`src/rtl/uart_pkg.sv`:
```
// ----------------------------------------------------------------------------
// uart_pkg
// Definitions shared by the UART receiver and transmitter: the line FSM state
// encoding, default clock and baud rates, the data width, and the helper
// that turns a clock/baud pair into clock cycles per bit.
// No ports (package).
// ----------------------------------------------------------------------------
package uart_pkg;

  localparam int unsigned UART_CLK_HZ_DEFAULT = 100_000_000;
  localparam int unsigned UART_BAUD_DEFAULT   = 115_200;
  localparam int unsigned UART_DATA_W         = 8;

  typedef enum logic [2:0] {
    S_IDLE  = 3'd0,
    S_START = 3'd1,
    S_DATA  = 3'd2,
    S_STOP  = 3'd3,
    S_BREAK = 3'd4
  } uart_state_t;

  // Integer division on purpose: the small residual baud error is absorbed
  // by sampling at mid-bit.
  function automatic int unsigned uart_cycles_per_bit(input int unsigned clk_hz,
                                                      input int unsigned baud);
    return clk_hz / baud;
  endfunction

endpackage

```
`src/rtl/uart_sync.sv`:
```
// ----------------------------------------------------------------------------
// uart_sync
// Two-flop synchroniser for a single asynchronous input. The reset value is a
// parameter so idle-high serial lines and idle-low switch inputs can share it.
// Ports:
//   clk      in  1  system clock
//   reset_n  in  1  asynchronous active-low reset
//   i_d      in  1  asynchronous input
//   o_q      out 1  input synchronised to clk
// ----------------------------------------------------------------------------
module uart_sync #(
  parameter logic RST_VAL = 1'b1
) (
  input  logic clk,
  input  logic reset_n,
  input  logic i_d,
  output logic o_q
);

  logic r_meta;
  logic r_sync;

  always_ff @(posedge clk or negedge reset_n) begin
    if (!reset_n) begin
      r_meta <= RST_VAL;
      r_sync <= RST_VAL;
    end else begin
      r_meta <= i_d;
      r_sync <= r_meta;
    end
  end

  assign o_q = r_sync;

endmodule

```
`src/rtl/uart_rx.sv`:
```
// ----------------------------------------------------------------------------
// uart_rx
// Asynchronous serial receiver: 8 data bits, LSB first, no parity, 1 stop bit,
// line idle high. The line is synchronised, the start bit is validated at
// mid-bit, every data bit is sampled at mid-bit, and good bytes are presented
// through a one-entry holding register with a valid/ready handshake.
//
// State table
//   S_IDLE  | line idle, counters held at 0, waiting for a falling edge
//   S_START | half-bit wait, then confirm the start bit is still low
//   S_DATA  | sample 8 data bits, one per bit period
//   S_STOP  | sample the stop bit; deliver the byte or flag a framing error
//   S_BREAK | line held low after a framing error; wait for it to go high
//
// Ports:
//   clk        in  1  system clock, all state on its rising edge
//   reset_n    in  1  asynchronous active-low reset
//   rx         in  1  serial line, asynchronous to clk
//   data       out 8  received byte, meaningful while valid is high
//   valid      out 1  holding register full
//   ready      in  1  consumer accepts the byte when valid && ready
//   frame_err  out 1  one-cycle pulse: stop bit sampled low
//   overrun    out 1  one-cycle pulse: good byte dropped, holding reg full
// ----------------------------------------------------------------------------
module uart_rx
  import uart_pkg::*;
#(
  parameter int unsigned CLK_HZ = UART_CLK_HZ_DEFAULT,
  parameter int unsigned BAUD   = UART_BAUD_DEFAULT
) (
  input  logic                   clk,
  input  logic                   reset_n,
  input  logic                   rx,
  output logic [UART_DATA_W-1:0] data,
  output logic                   valid,
  input  logic                   ready,
  output logic                   frame_err,
  output logic                   overrun
);

  localparam int unsigned C  = uart_cycles_per_bit(CLK_HZ, BAUD);
  localparam int unsigned H  = C / 2;
  localparam int unsigned CW = $clog2(C);
  localparam int unsigned BW = $clog2(UART_DATA_W);

  localparam logic [CW-1:0] CNT_BIT  = CW'(C - 1);
  localparam logic [CW-1:0] CNT_HALF = CW'(H - 1);
  localparam logic [CW-1:0] CNT_ONE  = CW'(1);
  localparam logic [BW-1:0] LAST_BIT = BW'(UART_DATA_W - 1);

  if (C < 4) begin : g_baud_check
    $error("uart_rx: CLK_HZ/BAUD must be at least 4");
  end

  logic                   w_rxs;
  uart_state_t            r_state;
  logic [CW-1:0]          r_cnt;
  logic [BW-1:0]          r_bit_idx;
  logic [UART_DATA_W-1:0] r_shift;
  logic [UART_DATA_W-1:0] r_data;
  logic                   r_valid;
  logic                   r_frame_err;
  logic                   r_overrun;

  uart_sync #(
    .RST_VAL (1'b1)
  ) u_sync (
    .clk     (clk),
    .reset_n (reset_n),
    .i_d     (rx),
    .o_q     (w_rxs)
  );

  always_ff @(posedge clk or negedge reset_n) begin
    if (!reset_n) begin
      r_state     <= S_IDLE;
      r_cnt       <= '0;
      r_bit_idx   <= '0;
      r_shift     <= '0;
      r_data      <= '0;
      r_valid     <= 1'b0;
      r_frame_err <= 1'b0;
      r_overrun   <= 1'b0;
    end else begin
      r_frame_err <= 1'b0;
      r_overrun   <= 1'b0;

      // Consumption; a delivery later in this block overrides it.
      if (r_valid && ready) begin
        r_valid <= 1'b0;
      end

      case (r_state)
        S_IDLE: begin
          r_cnt     <= '0;
          r_bit_idx <= '0;
          if (!w_rxs) begin
            r_state <= S_START;
            r_cnt   <= CNT_HALF;
          end
        end

        S_START: begin
          if (r_cnt == '0) begin
            if (w_rxs) begin
              // Low pulse shorter than half a bit: treat as noise.
              r_state <= S_IDLE;
            end else begin
              r_state   <= S_DATA;
              r_cnt     <= CNT_BIT;
              r_bit_idx <= '0;
            end
          end else begin
            r_cnt <= r_cnt - CNT_ONE;
          end
        end

        S_DATA: begin
          if (r_cnt == '0) begin
            // Right shift: the first (LSB) bit ends up at bit 0.
            r_shift <= {w_rxs, r_shift[UART_DATA_W-1:1]};
            r_cnt   <= CNT_BIT;
            if (r_bit_idx == LAST_BIT) begin
              r_state <= S_STOP;
            end else begin
              r_bit_idx <= r_bit_idx + BW'(1);
            end
          end else begin
            r_cnt <= r_cnt - CNT_ONE;
          end
        end

        S_STOP: begin
          if (r_cnt == '0) begin
            if (w_rxs) begin
              // Re-arm at mid-stop so a back-to-back start edge is not missed.
              r_state <= S_IDLE;
              if (!r_valid || ready) begin
                r_data  <= r_shift;
                r_valid <= 1'b1;
              end else begin
                r_overrun <= 1'b1;
              end
            end else begin
              r_frame_err <= 1'b1;
              r_state     <= S_BREAK;
            end
          end else begin
            r_cnt <= r_cnt - CNT_ONE;
          end
        end

        S_BREAK: begin
          // A held-low line must not be read as a stream of new start bits.
          if (w_rxs) begin
            r_state <= S_IDLE;
          end
        end

        default: begin
          r_state <= S_IDLE;
        end
      endcase
    end
  end

  assign data      = r_data;
  assign valid     = r_valid;
  assign frame_err = r_frame_err;
  assign overrun   = r_overrun;

endmodule

```
`config.mk`:
```
export PLATFORM = sky130hd
export DESIGN_NAME = uart_rx
export DESIGN_NICKNAME = d
export VERILOG_FILES = /design/src/rtl/uart_pkg.sv /design/src/rtl/uart_sync.sv /design/src/rtl/uart_rx.sv
export SDC_FILE = /design/constraint.sdc
export NUM_CORES = 1
export LEC_CHECK = 0
export CAP_MARGIN = 0
export CORE_MARGIN = 2
export CORE_UTILIZATION = 50
export CTS_CLUSTER_SIZE = 30
export DETAILED_ROUTE_END_ITERATION = 6
export GPL_TIMING_DRIVEN = 0
export PLACE_DENSITY = 0.69
export SYNTH_ARGS = -nofsm -noshare
export SYNTH_HDL_FRONTEND = slang
export SYNTH_HIERARCHICAL = 1
export SYNTH_SLANG_ARGS = --single-unit
```
`constraint.sdc`:
```
create_clock -name clk -period 1.7 [get_ports clk]
set_clock_uncertainty 0.1 [all_clocks]
set_input_delay 0.255 -clock clk [delete_from_list [all_inputs] [get_ports clk]]
set_output_delay 0.255 -clock clk [all_outputs]
set_load 0.02 [all_outputs]
```
# Word-level counts from Yosys, hierarchy flattened
# Cells that the tools add are included.
# totals
memories	0
ram_bits	0
input_bits	4
elab_cells	71
out_inout_bits	11
romBits	0
regBits	37
latchBits	0
# op_classes
n_mux	32
n_reduce_logical	12
shifts	0
multipliers	0
addsub	2
div	0
n_eq_ne	15
bitwise	0
order_cmp	0
# op_table
operator	count
$mux 10	4
$pmux 10 s4	1
$mux 3	11
$ne 2x2->1 const B	8
$pmux 3 s5	1
$mux 1	12
$logic_not 10->1	1
$sub 10x1->10 const B	1
$mux 9	1
$pmux 3 s3	1
$eq 3x2->1 const B	2
$eq 3x3->1 const B	2
$reduce_and 6->1	1
$reduce_and 5->1	1
$reduce_and 4->1	1
$reduce_bool 4->1	1
$add 3x1->3 const B	1
$eq 3x1->1 const B	1
$logic_not 3->1	1
$ne 3x3->1 const B	1
$reduce_and 3->1	1
$reduce_bool 3->1	1
$mux 2	1
$ne 2x1->1 const B	1
other kinds (4)	4

# Longest topological paths before layout
# Gate-level depths: netlist (run 1).
# logic_depth
depth_word	6
ltp_mapped	8
mapped_depth_nobuf	7

# Hierarchy
# The synthesis (run 1) kept the hierarchy.
# modules_own_cells
module	seq_area_each_um2	instances	cells_per_inst	area_per_inst_um2
uart_rx	875.8	1	159	1788.0
uart_sync	52.6	1	2	52.6

# Least setup slack after synthesis (run 1)
# OpenSTA, ideal clock, no wires.
# synth_path
path_type	reg2reg
startpoint	register r_cnt[5]
endpoint	register r_data[0], in the netlist data[0]
required_ns	1.475
setup_slack_ns	-0.120
stages_incl_launch_ff	6
n_path_buf	1
arrival_time_ns	1.595
period_less_slack_ns	1.820
setup_ns	0.125
path_cell_list	dfrtp_1 > nor4_4 > and4_1 > buf_6 > nand4_4 > mux2_2
# synth_between
elab_chain_cells	2
# synth_lines
element	line_no	text
start: declaration	uart_rx.sv:57	logic [CW-1:0] r_cnt;
start signal: assignment	uart_rx.sv:114	r_cnt <= r_cnt - CNT_ONE;
start signal: assignment	uart_rx.sv:129	r_cnt <= r_cnt - CNT_ONE;
start signal: assignment	uart_rx.sv:149	r_cnt <= r_cnt - CNT_ONE;
$logic_not 10->1	uart_rx.sv:134	if (r_cnt == '0) begin
$reduce_and 4->1 (no source line)	--	
end signal: assignment	uart_rx.sv:139	r_data <= r_shift;
end: declaration	uart_rx.sv:60	logic [UART_DATA_W-1:0] r_data;
# Every way passes these cells.
# A chain may end at the register's enable or synchronous reset.

# Worst setup path after layout (run 1)
# layout_path
startpoint	register r_cnt[8]
endpoint	register r_shift[1]
# layout_between
elab_chain_cells	2
# layout_lines
element	line_no	text
$logic_not 10->1	uart_rx.sv:119	if (r_cnt == '0) begin
$reduce_and 2->1 (no source line)	--	
end signal: assignment	uart_rx.sv:121	r_shift <= {w_rxs, r_shift[UART_DATA_W-1:1]};
end: declaration	uart_rx.sv:59	logic [UART_DATA_W-1:0] r_shift;
# Every way passes these cells.

==> results_dict.tcl, run 1 <==
set metrics [dict create \
    arrival_ns 2.03 \
    place_ws_ns -0.309 \
    final_sum_of_negative_setup_slack_ns -5.83 \
    globalRouteOverflowTotal 0 \
    tritoncts_clock_tree "done" \
    detail_route.vias_per_cell 5.77 \
    critPathKind "reg2reg" \
    synth_to_final_area_change_pct 39.5 \
    wire_length_of_the_first_global_routing_pass_mm 6.66 \
    clock_insertion_delay_worst_skew_ns 0.30 \
    route.final.wire_length_mm 4.39 \
    wire_per_inst_um 17.1 \
    post_synth_instance_area_um2 1840 \
    achievable-frequency_mhz 514 \
    maximum_fanout_encountered_on_the_critical_timing_path 7 \
    hp-class "reg2reg" \
    post_dp_cell_area_um2 2060 \
    postSynthNetCount 169 \
    dpl.hpwl_mm 2.43 \
    rsz_0062_raised_after_global_routing "true" \
    postSynthAreaPerCell_um2 11.4 \
    slew_headroom_pct 47.2 \
    global_route.usage.total_pct 21.1 \
    diodes 0 \
    floorplan.die_area_um2 4180 \
    rows 22 \
    layout.cell_area.non_filler_um2 2570 \
    firstDrtPassIters 4 \
    nets 216 \
    drt_iter0_markers 138 \
    floorplan_core_area_um2 3610 \
    worst_ir_drop_vdd_mv 0.568 \
    postLayoutSetupSlackWorst_ns -0.247 \
    antenna_found_initial 0 \
    clock_tree.htree_level_count 2 \
    layout_common_cells "31 x sky130_fd_sc_hd__dfrtp_1, 23 x sky130_fd_sc_hd__buf_4, 16 x sky130_fd_sc_hd__mux2_2, 13 x sky130_fd_sc_hd__clkdlybuf4s50_1" \
    drive_above_1_share_pct 49.8 \
    synth_warnings 6 \
    cp-end-kind "flop" \
    cts_bufs_inserted 5 \
    grt_pass1_vias 1381 \
    layout_commonest_cell "sky130_fd_sc_hd__dfrtp_1" \
    pd_cells_nw_per_um2 671 \
    floorplan.die.height_um 64.7 \
    drc 0 \
    clk_root_buffer_cell "sky130_fd_sc_hd__clkbuf_8" \
    syn_inst 161 \
    clock-sinks 37 \
    max-clock-path-buffers 2 \
    place.port_buffers 14 \
    final_period_minus_worst_setup_slack_ns 1.95 \
    maxSlewViolCount 0 \
    place_congestion 0.882 \
    synth_ff_type "sky130_fd_sc_hd__dfrtp_1" \
    finalCritPeriodShare_pct 115 \
    status "finished with violations" \
    synth_seq_cells 37 \
    floorplan.io_pins 15 \
    die_width_um 64.7 \
    report.final.setup_viol 34 \
    final_antenna_net_count 0 \
    static-leakage-power_nw 1.14 \
    detailroute.via_count 1484 \
    ys_seq_area_share_pct 50.4 \
    clock_pin_slew_on_the_worst_setup_and_hold_paths_ns 0.08 \
    crit_required_ns 1.78 \
    report.final.hold_viol_count 0 \
    timing.max_cap.violations 0 \
    starting_utilization_of_the_core_area_pct 51.0 \
    synthArstFlopShare_pct 100 \
    start_kind "flop" \
    max_slew.worst_pin.slew_ns 0.792 \
    yosys.cell_types.count 54 \
    grt_max_degree 38 \
    violations "negative setup slack" \
    synth_enable_flop_cells 0 \
]
==> path summary, 6_finish.rpt <==
| path | startpoint | end | cells after the start | slack [ns] |
|---|---|---|---|---|
| min reg2reg | u_sync/r_meta | u_sync/o_q | 0 | 0.26 |
| min | u_sync/r_meta | u_sync/o_q | 0 | 0.26 |
| max in group asynchronous | reset_n | r_cnt[8] | 2 | 0.47 |
| max reg2reg | r_cnt[8] | r_shift[1] | 5 | -0.25 |
| min in group asynchronous | reset_n | r_cnt[7] | 2 | 0.47 |
| max | r_cnt[8] | r_shift[1] | 5 | -0.25 |
==> registers in the layout, indices dropped and copies added (netlist names) <==
name           count
r_shift            8
r_cnt             10
valid              1
u_sync/r_meta      1
r_state            3
overrun            1
u_sync/o_q         1
r_bit_idx          3
data               8
frame_err          1
==> metal layers <==
| metal | part of all wire [%] | up-vias | track usage [%] |
|---|---|---|---|
| li1 | - | 689 | - |
| met2 | 52 | 36 | 34.1 |
| met4 | 2.6 | 0 | 11.7 |
| met1 | 40 | 749 | 26.1 |
| met3 | 4.6 | 10 | 5.03 |
| met5 | 0 | - | 0 |
==> area by class of cell <==
type,instances,area [µm²]
clock inverters,2,37.5
well taps,48,60.1
fillers,261,1040
repair buffers,39,337
multi-input cells,112,1040
clock buffers,6,82.6
inverters,6,22.5
plain buffers,7,52.6
flip-flops and latches,37,933
==> power breakdown <==
group	switching, mW	internal [mW]
registers	0.000623	0.884
logic	0.0263	0.00992
clock network	0.326	0.477
==> metrics by stage <==
| stage | utilization [%] | total power [mW] | hold WS (ns) | cells |
|---|---|---|---|---|
| 2_1_floorplan | - | 0.910 | -0.141 | 161 |
| 3_3_place_gp | 57.4 | 0.935 | 0.246 | 223 |
| 3_5_place_dp | 57.3 | 0.935 | 0.249 | 223 |
| 4_1_cts | 65.6 | 1.73 | 0.260 | 243 |
| 5_1_grt | 71.2 | 1.79 | 0.264 | 257 |
| 6_report | 71.2 | 1.72 | 0.259 | 257 |
==> worst max-delay path, cell delays in order, from the launching register on <==
cell                      delay, ns
sky130_fd_sc_hd__dfrtp_2       0.43
sky130_fd_sc_hd__nor4_4        0.33
sky130_fd_sc_hd__and4_1        0.28
sky130_fd_sc_hd__buf_6         0.18
sky130_fd_sc_hd__nand3_2       0.19
sky130_fd_sc_hd__mux2_2        0.32
==> synth_stat cells, types with 2 or more instances <==
library cell	count	area [µm²]
sky130_fd_sc_hd__o311ai_0	2	17.5
sky130_fd_sc_hd__buf_4	2	15.0
sky130_fd_sc_hd__a211oi_1	2	15.0
sky130_fd_sc_hd__inv_1	6	22.5
sky130_fd_sc_hd__nor3_1	5	25.0
sky130_fd_sc_hd__mux2_2	17	191
sky130_fd_sc_hd__clkbuf_1	2	7.51
sky130_fd_sc_hd__dfstp_2	2	52.6
sky130_fd_sc_hd__a21oi_1	8	40.0
sky130_fd_sc_hd__ha_1	4	50.1
sky130_fd_sc_hd__nand3_1	4	20.0
sky130_fd_sc_hd__nor2_1	10	37.5
sky130_fd_sc_hd__buf_2	2	10.0
sky130_fd_sc_hd__o211ai_1	2	15.0
sky130_fd_sc_hd__o21ai_0	4	20.0
sky130_fd_sc_hd__nand2_1	12	45.0
sky130_fd_sc_hd__nor2b_1	2	12.5
sky130_fd_sc_hd__a31oi_1	5	31.3
sky130_fd_sc_hd__dfrtp_1	35	876
==> cells by family after synthesis <==
group	Yosys count	share of synthesized area, %
adders and majority gates	4	2.72
and+or+nand+nor	51	17.2
muxes	17	10.4
buffers and inverters	13	3.60
xor gates and xnor gates	1	0.476
DFF	37	50.4
AOI/OAI and AO/OA	38	15.2
==> what timing repair did <==
item,in CTS,in global routing
endpoints found under the hold margin,35,0
hold buffers,1,0
buffers inserted,10,13
pin swaps,7,16
endpoints found under the setup margin,31,34
gates resized for setup,24,29
cloned,1,1
(Power assumes the default switching activity.)
==> inputs of run 2 (changes only) <==
==> constraint.sdc (replaced) <==
create_clock -name clk -period 1.7 [get_ports clk]
set_clock_uncertainty 0.1 [all_clocks]
set_input_delay 0.34 -clock clk [delete_from_list [all_inputs] [get_ports clk]]
set_output_delay 0.34 -clock clk [all_outputs]
set_load 0.02 [all_outputs]
==> run 2 against run 1 <==
The flow still finishes with violations (negative setup slack). Register-to-register slack worse by 0.02 ns. Die area unchanged. Sequential share of layout area down 0.071 points. Critical path type unchanged.
==> results_dict.tcl, run 2 (synthesized netlist as in run 1, its figures left out) <==
set metrics [dict create \
    combPwrFrac_pct 2.0 \
    maximum_fanout_encountered_on_the_critical_timing_path 7 \
    crit_required_ns 1.78 \
    placed_cell_count 223 \
    wire_length_of_the_first_global_routing_pass_mm 6.66 \
    place.port_buffers 14 \
    start_kind "flop" \
    rows 22 \
    static-leakage-power_nw 1.28 \
    diodes 0 \
    wire_per_inst_um 17.2 \
    max-clock-path-buffers 2 \
    power.switching_fraction_pct 20.9 \
    pd_cells_nw_per_um2 673 \
    largest_register_ffs 10 \
    achievable-frequency_mhz 508 \
    whs_ns 0.0193 \
    filler_cell_count 262 \
    violations "negative setup slack" \
    final_sum_of_negative_setup_slack_ns -6.80 \
    detail_route.vias_per_cell 5.73 \
    dpl.hpwl_mm 2.43 \
    fin_cells 256 \
    arrival_ns 2.05 \
    layout.core_utilization_pct 71.3 \
    largest-register "r_cnt" \
    maxSlewViolCount 0 \
    clk_root_buffer_cell "sky130_fd_sc_hd__clkbuf_8" \
    timing.max_cap.violations 0 \
    clock_tree.htree_level_count 2 \
    drive_above_1_share_pct 50.0 \
    floorplan.die.height_um 64.7 \
    internal-power_mw 1.37 \
    nets 215 \
    report.final.hold_viol_count 0 \
    drt_iter0_markers 116 \
    holdBufCountCts 0 \
    floorplan_core_area_um2 3610 \
    global_route.usage.total_pct 21.1 \
    cts_bufs_inserted 5 \
    final_period_minus_worst_setup_slack_ns 1.97 \
    die_width_um 64.7 \
    globalRouteOverflowTotal 0 \
    grt_max_degree 38 \
    final_antenna_net_count 0 \
    detailroute.via_count 1467 \
    power_frac_seq_pct 51.1 \
    clock_insertion_delay_worst_skew_ns 0.30 \
    drc 0 \
    clock_pin_slew_on_the_worst_setup_and_hold_paths_ns 0.08 \
    status "finished with violations" \
    postLayoutSetupSlackWorst_ns -0.267 \
    place_congestion 0.882 \
    synth_to_final_area_change_pct 39.8 \
    floorplan.die_area_um2 4180 \
    finalCritPeriodShare_pct 116 \
    starting_utilization_of_the_core_area_pct 51.0 \
    report.final.setup_viol 35 \
    critPathKind "reg2reg" \
    firstDrtPassIters 4 \
    power.share.clock_pct 47.0 \
    tritoncts_clock_tree "done" \
    worst_ir_drop_vdd_mv 0.568 \
    floorplan.io_pins 15 \
    switching_power_mw 0.363 \
    max_slew.worst_pin.slew_ns 0.795 \
    route.final.wire_length_mm 4.40 \
    layout_common_cells "31 x sky130_fd_sc_hd__dfrtp_1, 23 x sky130_fd_sc_hd__buf_4, 16 x sky130_fd_sc_hd__mux2_2, 8 x sky130_fd_sc_hd__nand2_1, 8 x sky130_fd_sc_hd__nor2_1" \
    clock-sinks 37 \
    rsz_0062_raised_after_global_routing "true" \
    layout_commonest_cell "sky130_fd_sc_hd__dfrtp_1" \
    cp-end-kind "flop" \
    hp-class "in2async" \
    grt_pass1_vias 1381 \
    slew_headroom_pct 47.0 \
    antenna_found_initial 0 \
]
run 2: power groups by stage:
stage | registers [mW] | clock network, mW | logic (mW)
final | 0.884 | 0.813 | 0.0344
after floorplan | 0.902 | 0 | 0.00868
after global placement | 0.901 | 0 | 0.0335
after CTS | 0.884 | 0.809 | 0.0339
after global routing | 0.884 | 0.864 | 0.0389
after detailed placement | 0.902 | 0 | 0.0335
run 2: worst paths after layout:
check / from / cells past startpoint / end / slack (ns)
setup reg to reg: r_cnt[8] / 5 / r_shift[3] / -0.27
hold reg to reg: u_sync/r_meta / 0 / u_sync/o_q / 0.26
max in group asynchronous: reset_n / 1 / r_cnt[8] / 0.92
setup / recovery: r_cnt[8] / 5 / r_shift[3] / -0.27
min in group clk: u_sync/r_meta / 0 / u_sync/o_q / 0.26
hold / removal: reset_n / 1 / r_cnt[4] / 0.02
run 2: repair_timing:
action | CTS | global route
buffers inserted | 10 | 13
setup endpoints to repair | 33 | 41
pin swaps | 7 | 16
gates resized for setup | 26 | 36
gates cloned | 1 | 1
run 2: area by class of cell:
class | instances | area, µm² | share of cell area (%)
flip-flops and latches | 37 | 933 | 36.3
clock inverters | 2 | 37.5 | 1.46
well taps | 48 | 60.1 | 2.33
repair buffers | 38 | 342 | 13.3
plain buffers | 7 | 52.6 | 2.04
inverters | 6 | 22.5 | 0.875
multi-input cells | 112 | 1040 | 40.5
clock buffers | 6 | 82.6 | 3.21
run 2: per-layer routing:
layer	vias to the layer above	global-route usage (%)	wire, µm
li1	687	-	-
met1	726	26.1	1810
met2	42	34.1	2260
met3	12	5.03	185
met4	0	11.7	145
met5	-	0	0
run 2: worst max-delay path: stages, from the launching register on:
cell and delay (ns):
sky130_fd_sc_hd__dfrtp_2 0.43, sky130_fd_sc_hd__nor4_4 0.36, sky130_fd_sc_hd__and4_1 0.28, sky130_fd_sc_hd__buf_6 0.18, sky130_fd_sc_hd__nand3_2 0.18, sky130_fd_sc_hd__mux2_2 0.32
run 2: per-stage QoR:
step	instance area (µm²)	total power, mW	worst slack, ns
3_3_place_gp	2070	0.935	-0.566
6_report	2570	1.73	-0.267
5_1_grt	2570	1.79	-0.325
4_1_cts	2350	1.73	-0.147
2_1_floorplan	1870	0.910	-0.0877
3_5_place_dp	2060	0.935	-0.309
==> inputs of run 3 (changes only) <==
- PLACE_DENSITY: 0.69 -> 0.66
- SYNTH_HIERARCHICAL: 1 -> unset
- clock period: 1.7 -> 1.9 ns (I/O delays scaled with it)
==> run 3 against run 2 <==
The run still ends with negative setup slack left. First-iteration DRC count unchanged. Setup slack better by 0.098 ns. Clock-buffer cell count up 1. Area after synthesis up 3.3%. Final area down 7.2%. Non-clock buffer count down 18. Sequential share of layout area up 2.6 points. Combinational power down 28%. Die area up 3.1%. Total power down 17%. Largest power group unchanged. Highest routed layer unchanged.
==> results_dict.tcl, run 3 <==
set metrics [dict create \
    maxSlewViolCount 0 \
    starting_utilization_of_the_core_area_pct 51.9 \
    placed_cell_count 233 \
    route.final.wire_length_mm 3.97 \
    nets 207 \
    slew_headroom_pct 45.0 \
    firstDrtPassIters 4 \
    synth_seq_cells 37 \
    power_frac_seq_pct 55.5 \
    power.total_mw 1.43 \
    cell_types_with_the_largest_area_share_after_synthesis "sky130_fd_sc_hd__dfrtp_1 46%, sky130_fd_sc_hd__mux2_4 6.3%, sky130_fd_sc_hd__mux2_2 4.7%, sky130_fd_sc_hd__a21oi_1 3.2%, sky130_fd_sc_hd__nand2_1 3.0%" \
    globalRouteOverflowTotal 0 \
    hp-class "in2async" \
    grt_max_degree 38 \
    switching_power_mw 0.305 \
    global_route.usage.total_pct 19.1 \
    clock_pin_slew_on_the_worst_setup_and_hold_paths_ns 0.07 \
    critPathKind "reg2reg" \
    layout_common_cells "35 x sky130_fd_sc_hd__dfrtp_1, 15 x sky130_fd_sc_hd__nand2_1, 13 x sky130_fd_sc_hd__clkdlybuf4s50_1, 11 x sky130_fd_sc_hd__nor2_1, 10 x sky130_fd_sc_hd__clkbuf_8" \
    synthMostInstantiatedCell "sky130_fd_sc_hd__dfrtp_1" \
    yosys.area.top_type "sky130_fd_sc_hd__dfrtp_1" \
    dr_wl_met2_mm 2.01 \
    power.switching_fraction_pct 21.3 \
    die_width_um 65.7 \
    postSynthAreaPerCell_um2 11.1 \
    postSynthNetCount 179 \
    diodes 0 \
    power.share.clock_pct 42.7 \
    drt_iter0_markers 116 \
    max-clock-path-buffers 2 \
    layout_commonest_cell "sky130_fd_sc_hd__dfrtp_1" \
    rows 22 \
    cp-end-kind "flop" \
    antenna_found_initial 0 \
    final-seq-area_um2 928 \
    largest-register "r_cnt" \
    holdBufCountCts 0 \
    achievable-frequency_mhz 483 \
    final_period_minus_worst_setup_slack_ns 2.07 \
    largest_register_ffs 10 \
    detailroute.via_count 1417 \
    startpoint_of_the_lowest_slack_register_to_register_path "r_cnt[0]" \
    ys_seq_area_share_pct 48.8 \
    floorplan.die_area_um2 4310 \
    worst_ir_drop_vdd_mv 0.422 \
    synthArstFlopShare_pct 100 \
    synth_enable_flop_cells 0 \
    report.final.hold_viol_count 0 \
    detail_route.vias_per_cell 5.71 \
    clk_root_buffer_cell "sky130_fd_sc_hd__clkbuf_8" \
    place_ws_ns -0.200 \
    drc 0 \
    dpl.hpwl_mm 2.51 \
    synth_top_area_share_pct 46.1 \
    postLayoutSetupSlackWorst_ns -0.169 \
    grt_pass1_vias 1394 \
    regToRegSetupSlack_ns -0.17 \
    synth_warnings 0 \
    floorplan_core_area_um2 3660 \
    pd_cells_nw_per_um2 599 \
    layout.core_utilization_pct 65.2 \
    arrival_ns 2.14 \
    start_kind "flop" \
    rr_endpoint "r_cnt[7]" \
    timing.max_cap.violations 0 \
    max_slew.worst_pin.slew_ns 0.825 \
    final_antenna_net_count 0 \
    status "finished with violations" \
    r2r_cells 8 \
    final_sum_of_negative_setup_slack_ns -2.03 \
    met1_length_mm 1.76 \
    dr_wl_met3_um 140 \
    fin_cells 248 \
    yosys.cell_types.count 48 \
    clock_insertion_delay_worst_skew_ns 0.29 \
    floorplan.die.height_um 65.7 \
    finalCritPeriodShare_pct 109 \
    cts_bufs_inserted 5 \
    whs_ns 0.0876 \
    tritoncts_clock_tree "done" \
    drive_above_1_share_pct 34.0 \
    maximum_fanout_encountered_on_the_critical_timing_path 4 \
    static-leakage-power_nw 1.05 \
    internal-power_mw 1.12 \
    combPwrFrac_pct 1.7 \
    wire_length_of_the_first_global_routing_pass_mm 6.32 \
    wire_per_inst_um 16.0 \
    syn_inst 171 \
    layout.cell_area.non_filler_um2 2390 \
    synth_to_final_area_change_pct 25.6 \
    post_dp_cell_area_um2 2120 \
    maxUsedRoutingLayer "met4" \
    rsz_0062_raised_after_global_routing "true" \
    clock-sinks 37 \
    synth_ff_type "sky130_fd_sc_hd__dfrtp_1" \
    violations "negative setup slack" \
    crit_required_ns 1.97 \
    report.final.setup_viol 25 \
    floorplan.io_pins 15 \
    place_congestion 0.914 \
    place.port_buffers 14 \
    post_synth_instance_area_um2 1900 \
    filler_cell_count 272 \
    multi_input_area_um2 1020 \
    ys_top_cells_by_count "35 x sky130_fd_sc_hd__dfrtp_1, 15 x sky130_fd_sc_hd__nand2_1, 15 x sky130_fd_sc_hd__nor2_1, 12 x sky130_fd_sc_hd__a21oi_1" \
    clock_tree.htree_level_count 2 \
]
run 3: kinds of logic (layout without fill, tap and decap cells):
family | after synthesis | in the layout | synth area share (%)
AO/OA/AOI/OAI | 39 | 39 | 13.7
XOR/XNOR | 1 | 1 | 0.461
adder cells (fa/ha/maj) | 6 | 6 | 3.75
buffers and inverters | 14 | 43 | 4.48
flip-flops | 37 | 37 | 48.8
multiplexers | 16 | 16 | 11.1
AND/OR/NAND/NOR | 58 | 58 | 17.7
run 3: how the worst max path moves through the flow:
| stage | startpoint | endpoint | slack [ns] | cells after the start |
|---|---|---|---|---|
| floorplan | r_cnt[0] | data[0] | -0.05 | 7 |
| detailed placement | r_cnt[1] | data[4] | -0.20 | 7 |
| global placement | reset_n | r_bit_idx[1] | -0.45 | 1 |
| finish | r_cnt[0] | r_cnt[7] | -0.17 | 8 |
| global route | r_cnt[1] | r_cnt[7] | -0.24 | 8 |
| CTS | r_cnt[1] | r_cnt[4] | -0.14 | 8 |
run 3: metal layers:
layer | track usage, % | vias up
met2 | 32.7 | 30
met4 | 6.25 | 0
met5 | 0 | -
li1 | - | 675
met3 | 4.11 | 8
met1 | 23.9 | 704
run 3: layout make-up:
class / count / area share, %
clock buffers: 7 / 4.04
well taps: 48 / 2.52
flip-flops and latches: 37 / 38.9
multi-input cells: 120 / 42.7
repair buffers: 22 / 8.33
plain buffers: 5 / 2.10
clock inverters: 1 / 0.210
inverters: 8 / 1.26
run 3: timing repair:
action	4_1_cts	5_1_grt
endpoints found under the setup margin	29	29
buffers inserted	5	3
pin swaps	1	10
resized for setup	9	20
gates cloned	0	0
run 3: power groups by stage:
stage               sequential, mW  combinational, mW  clock [mW]
floorplan                    0.808            0.00285           0
global route                 0.794             0.0287       0.651
global placement             0.809             0.0247           0
CTS                          0.793             0.0247       0.616
finish                       0.794             0.0246       0.611
detailed placement           0.809             0.0245           0
run 3: worst max-delay path, cell delays in order (launching register included):
cell                      delay [ns]
sky130_fd_sc_hd__dfrtp_1        0.40
sky130_fd_sc_hd__inv_2          0.09
sky130_fd_sc_hd__ha_4           0.12
sky130_fd_sc_hd__nor4b_4        0.27
sky130_fd_sc_hd__buf_4          0.20
sky130_fd_sc_hd__nand3_4        0.12
sky130_fd_sc_hd__maj3_2         0.39
sky130_fd_sc_hd__a21oi_1        0.17
sky130_fd_sc_hd__o22ai_1        0.09
==> edit 1: new RTL, flow settings as in run 2 <==
Register the input `rx` before use. The logic sees it one clock later. The other inputs are not delayed to match.
--- a/src/rtl/uart_rx.sv
+++ b/src/rtl/uart_rx.sv
@@ -48,6 +48,12 @@
   localparam logic [CW-1:0] CNT_ONE  = CW'(1);
   localparam logic [BW-1:0] LAST_BIT = BW'(UART_DATA_W - 1);
 
+  logic rx_q;
+
+  always_ff @(posedge clk) begin
+    rx_q <= rx;
+  end
+
   if (C < 4) begin : g_baud_check
     $error("uart_rx: CLK_HZ/BAUD must be at least 4");
   end
@@ -67,7 +73,7 @@
   ) u_sync (
     .clk     (clk),
     .reset_n (reset_n),
-    .i_d     (rx),
+    .i_d     (rx_q),
     .o_q     (w_rxs)
   );
 
Behaviour: no difference found for any inputs over 10 cycles, from zero or initial values and one cycle with reset_n low; that may be too few to reach the edited logic, so the function may still have changed.
==> edit 1 against run 2 <==
- the run still ends with setup timing left
- worst setup slack got worse by 0.049 ns
- sequential cell count rose by 1
- synthesized cell count rose by 2.5%
- cell area rose by 2.0%
- largest cell class unchanged
- largest power group unchanged
- final cell count did not move
- hold slack improved by 0.015 ns
- synthesized area rose by 4.8%
- wire length fell by 0.80%
- power fell by 8.4%
==> edit 1: results (changes against run 2) <==
- Outcome: finished with violations
- Failing checks: setup timing
- Comb power frac: 1.6% (-0.4 points)
- Buffering overhead: 14.8% (-0.49 points)
- Top post-synthesis cells by count: dfrtp_1, nor2_1, mux2_2, mux2_4, nor3_1
- P_leak: 1.30 nW (+1.9%)
- Power Dens Cells: 605 nW/µm² (-10%)
- FF/Latch Area: 951 µm² (+1.9%)
- # setup viols final: 31 (-11%)
- Avg WL per Cell: 17.0 µm (-0.80%)
- Pre-CTS setup slack: -0.557 ns (-0.249 ns)
- Synth area leaders: dfrtp_1, mux2_4, mux2_2, nor2_1, dfstp_2
- Post-synthesis mux area share: 12.5% (+2.1 points)
- Share of the yosys chip area belonging to registers: 49.2% (-1.3 points)
- Clock-cell share: 3.62% (-1.0 points)
- DP Area: 2180 µm² (+5.7%)
- CP max stage cell: or3_4
- Netlist cell types: 51 (-5.6%)
- Sum Neg Setup Slack: -7.79 ns (-0.997 ns)
- CP Capture Point: r_shift[7]$_DFFE_PN0P_
- R2R cell count: 6 (+1)
- Crit path max fanout: 8 (+1)
- Xor and xnor area share after synthesis: 0.454% (-0.022 points)
- FILL cells: 265 (+1.1%)
- Async S/R FF share, synth: 97.4% (-2.6 points)
- Post-synthesis compound-gate area fraction: 12.7% (-2.4 points)
- Setup ws final: -0.316 ns (-0.0490 ns)
- Non-Clock Buffer Count: 44 (-2.2%)
- Relative slew slack: 46.1% (-0.94 points)
- Reg2reg start: r_cnt[1]$_DFFE_PN0P_
- Final HPWL DP: 2570 µm (+5.8%)
- Met1 Wirelength: 1940 µm (+7.3%)
- First-pass GRT wire length: 6770 µm (+1.7%)
- Post-Syn Nets: 173 (+2.4%)
- Met2 usage: 34.5% (+0.39 points)
==> edit 1: cell count changes after synthesis, sizes merged, moves of 3 or more <==
cell,change
a21oi,-3
a31oi,-4
nor2,+5
nor3,+3
nor4,+3
nand2,-8
a41oi,+4
==> edit 1: what timing repair did <==
item | CTS | global route
pin swaps | 14 | 5
setup endpoints to repair | 34 | 39
setup buffers | 17 | 6
resized for setup | 25 | 26
==> edit 1: logic make-up (layout without fill, tap and decap cells) <==
logic type | after synthesis | after routing
compound gates | 33 | 33
xor+xnor | 1 | 1
fa+ha+maj | 4 | 4
buf+inv | 15 | 58
flops | 38 | 38
mux | 19 | 19
simple gates | 55 | 55
==> edit 1: metrics by stage <==
step | std cells | power (mW)
3_5_place_dp | 227 | 0.956
4_1_cts | 251 | 1.59
5_1_grt | 256 | 1.64
3_3_place_gp | 227 | 0.957
2_1_floorplan | 165 | 0.932
6_report | 256 | 1.59
==> edit 2: new RTL, flow settings as in run 2 <==
Without the edit above. Change the package constant `UART_CLK_HZ_DEFAULT` from 100_000_000 to 25_000_000.
--- a/src/rtl/uart_pkg.sv
+++ b/src/rtl/uart_pkg.sv
@@ -7,7 +7,7 @@
 // ----------------------------------------------------------------------------
 package uart_pkg;
 
-  localparam int unsigned UART_CLK_HZ_DEFAULT = 100_000_000;
+  localparam int unsigned UART_CLK_HZ_DEFAULT = 25_000_000;
   localparam int unsigned UART_BAUD_DEFAULT   = 115_200;
   localparam int unsigned UART_DATA_W         = 8;
 
Check against the original RTL: same outputs for any inputs over 10 cycles, from zero or initial values and one cycle with reset_n low; that may be too few to reach the edited logic, so the function may still have changed.
==> edit 2 against run 2 <==
- die area is 8.2% lower
- sequential cell count is 2 lower
- wire length is 4.4% lower
- hold slack better by 0.24 ns
- combinational power is 2% lower
- sequential power is 5.3% lower
- worst setup slack worse by 0.047 ns
- critical endpoint is now r_cnt[5]$_DFFE_PN0P_
- utilization is 1.3 points higher
- cell area is 7.2% lower
- synthesized area is 8.8% lower
- global-route usage is 2.7 points higher
- largest cell class unchanged
- the run still ends with setup timing left
- power is 25% lower
==> edit 2: results (changes against run 2) <==
- Met1 usage: 29.0% (+2.9 points)
- Reg2reg start: r_cnt[5]$_DFFE_PN0P_
- Clk pin slew, worst setup/hold paths: 0.11 ns (+0.03 ns)
- Total number of vias: 1380 (-5.9%)
- Top post-synthesis cells by count: dfrtp_1, mux2_2, nand2_1, nor2_1, o31ai_1
- CTS root buffer: clkbuf_4
- Share of the yosys chip area belonging to registers: 52.3% (+1.9 points)
- 1st-iter DRT viols: 86 (-26%)
- Multi-input gate area: 977 µm² (-6.2%)
- Sw Share: 23.0% (+2.1 points)
- FILL cells: 248 (-5.3%)
- Avg WL per Cell: 17.6 µm (+2.4%)
- P_leak: 1.14 nW (-11%)
- GPL Wtd Cong: 0.814 (-7.8%)
- Proportion of layout cells with a drive suffix above 1: 48.7% (-1.3 points)
- Sum Neg Setup Slack: -7.62 ns (-0.823 ns)
- VDD IR max: 0.000523 V (-8.0%)
- Failing checks: setup timing
- Met3 Usage GRT: 6.21% (+1.2 points)
- First-pass GRT wire length: 6450 µm (-3.1%)
- Final nets: 200 (-7.0%)
- CP arrival: 2.15 ns (+0.10 ns)
- Crit path max fanout: 5 (-2)
- Relative slew slack: 49.4% (+2.4 points)
- Syn_area_per_cell: 11.7 µm² (+2.0%)
- GRT Total Usage: 23.8% (+2.7 points)
- Hold Crit Class: flop to flop
- Met2 usage: 39.4% (+5.3 points)
- Post-Syn Nets: 152 (-10%)
- Setup ws final: -0.314 ns (-0.0471 ns)
- Pre-CTS setup slack: -0.558 ns (-0.250 ns)
- Clk_lat worst skew: 0.34 ns (+0.04 ns)
- DP Area: 1920 µm² (-7.0%)
- Via-per-instance ratio: 5.77 (+0.76%)
- Outcome: finished with violations
- Synth Area in Adders: 2.98% (+0.26 points)
- Largest net degree at the start of global routing: 36 (-5.3%)
- # setup viols final: 32 (-8.6%)
==> edit 2: timing repair <==
action / CTS / global route
endpoints found under the hold margin: 33 / 0
pin swaps: 16 / 8
hold buffers: 1 / 0
resized for setup: 49 / 13
buffers inserted: 21 / 6
setup endpoints to repair: 44 / 32
==> edit 2: final cells by class <==
class,count,area share [%]
clock inverters,2,0.524
multi-input cells,99,40.9
inverters,5,0.786
well taps,46,2.41
clock buffers,6,1.73
flip-flops and latches,35,36.9
plain buffers,5,1.36
repair buffers,41,15.3
==> edit 2: power groups by stage <==
stage | Clock, mW | Sequential (mW) | Combinational [mW]
4_1_cts | 0.454 | 0.837 | 0.0341
5_1_grt | 0.489 | 0.838 | 0.0382
3_3_place_gp | 0 | 0.853 | 0.0318
6_report | 0.436 | 0.837 | 0.0337
3_5_place_dp | 0 | 0.853 | 0.0312
2_1_floorplan | 0 | 0.853 | 0.00781
==> edit 2: path summary, 6_finish.rpt <==
path	cells after the start	slack (ns)	end
min reg2reg	0	0.26	u_sync/o_q$_DFF_PN1_
min in group asynchronous	2	0.51	r_cnt[7]$_DFFE_PN0P_
max in group asynchronous	2	0.46	r_cnt[5]$_DFFE_PN0P_
max reg2reg	5	-0.31	r_cnt[5]$_DFFE_PN0P_
min	0	0.26	u_sync/o_q$_DFF_PN1_
max	5	-0.31	r_cnt[5]$_DFFE_PN0P_
==> edit 2: worst max-delay path: stages (launching register included) <==
cell	delay [ns]
dfrtp_2	0.43
or4_4	0.58
nor4_4	0.31
buf_4	0.19
o31ai_1	0.07
a22o_1	0.22
==> edit 2: metal layers <==
metal | up-vias | share of wire, %
met2 | 38 | 50
met3 | 15 | 4.2
met4 | 0 | 3.9
met5 | - | 0
li1 | 631 | -
met1 | 696 | 41
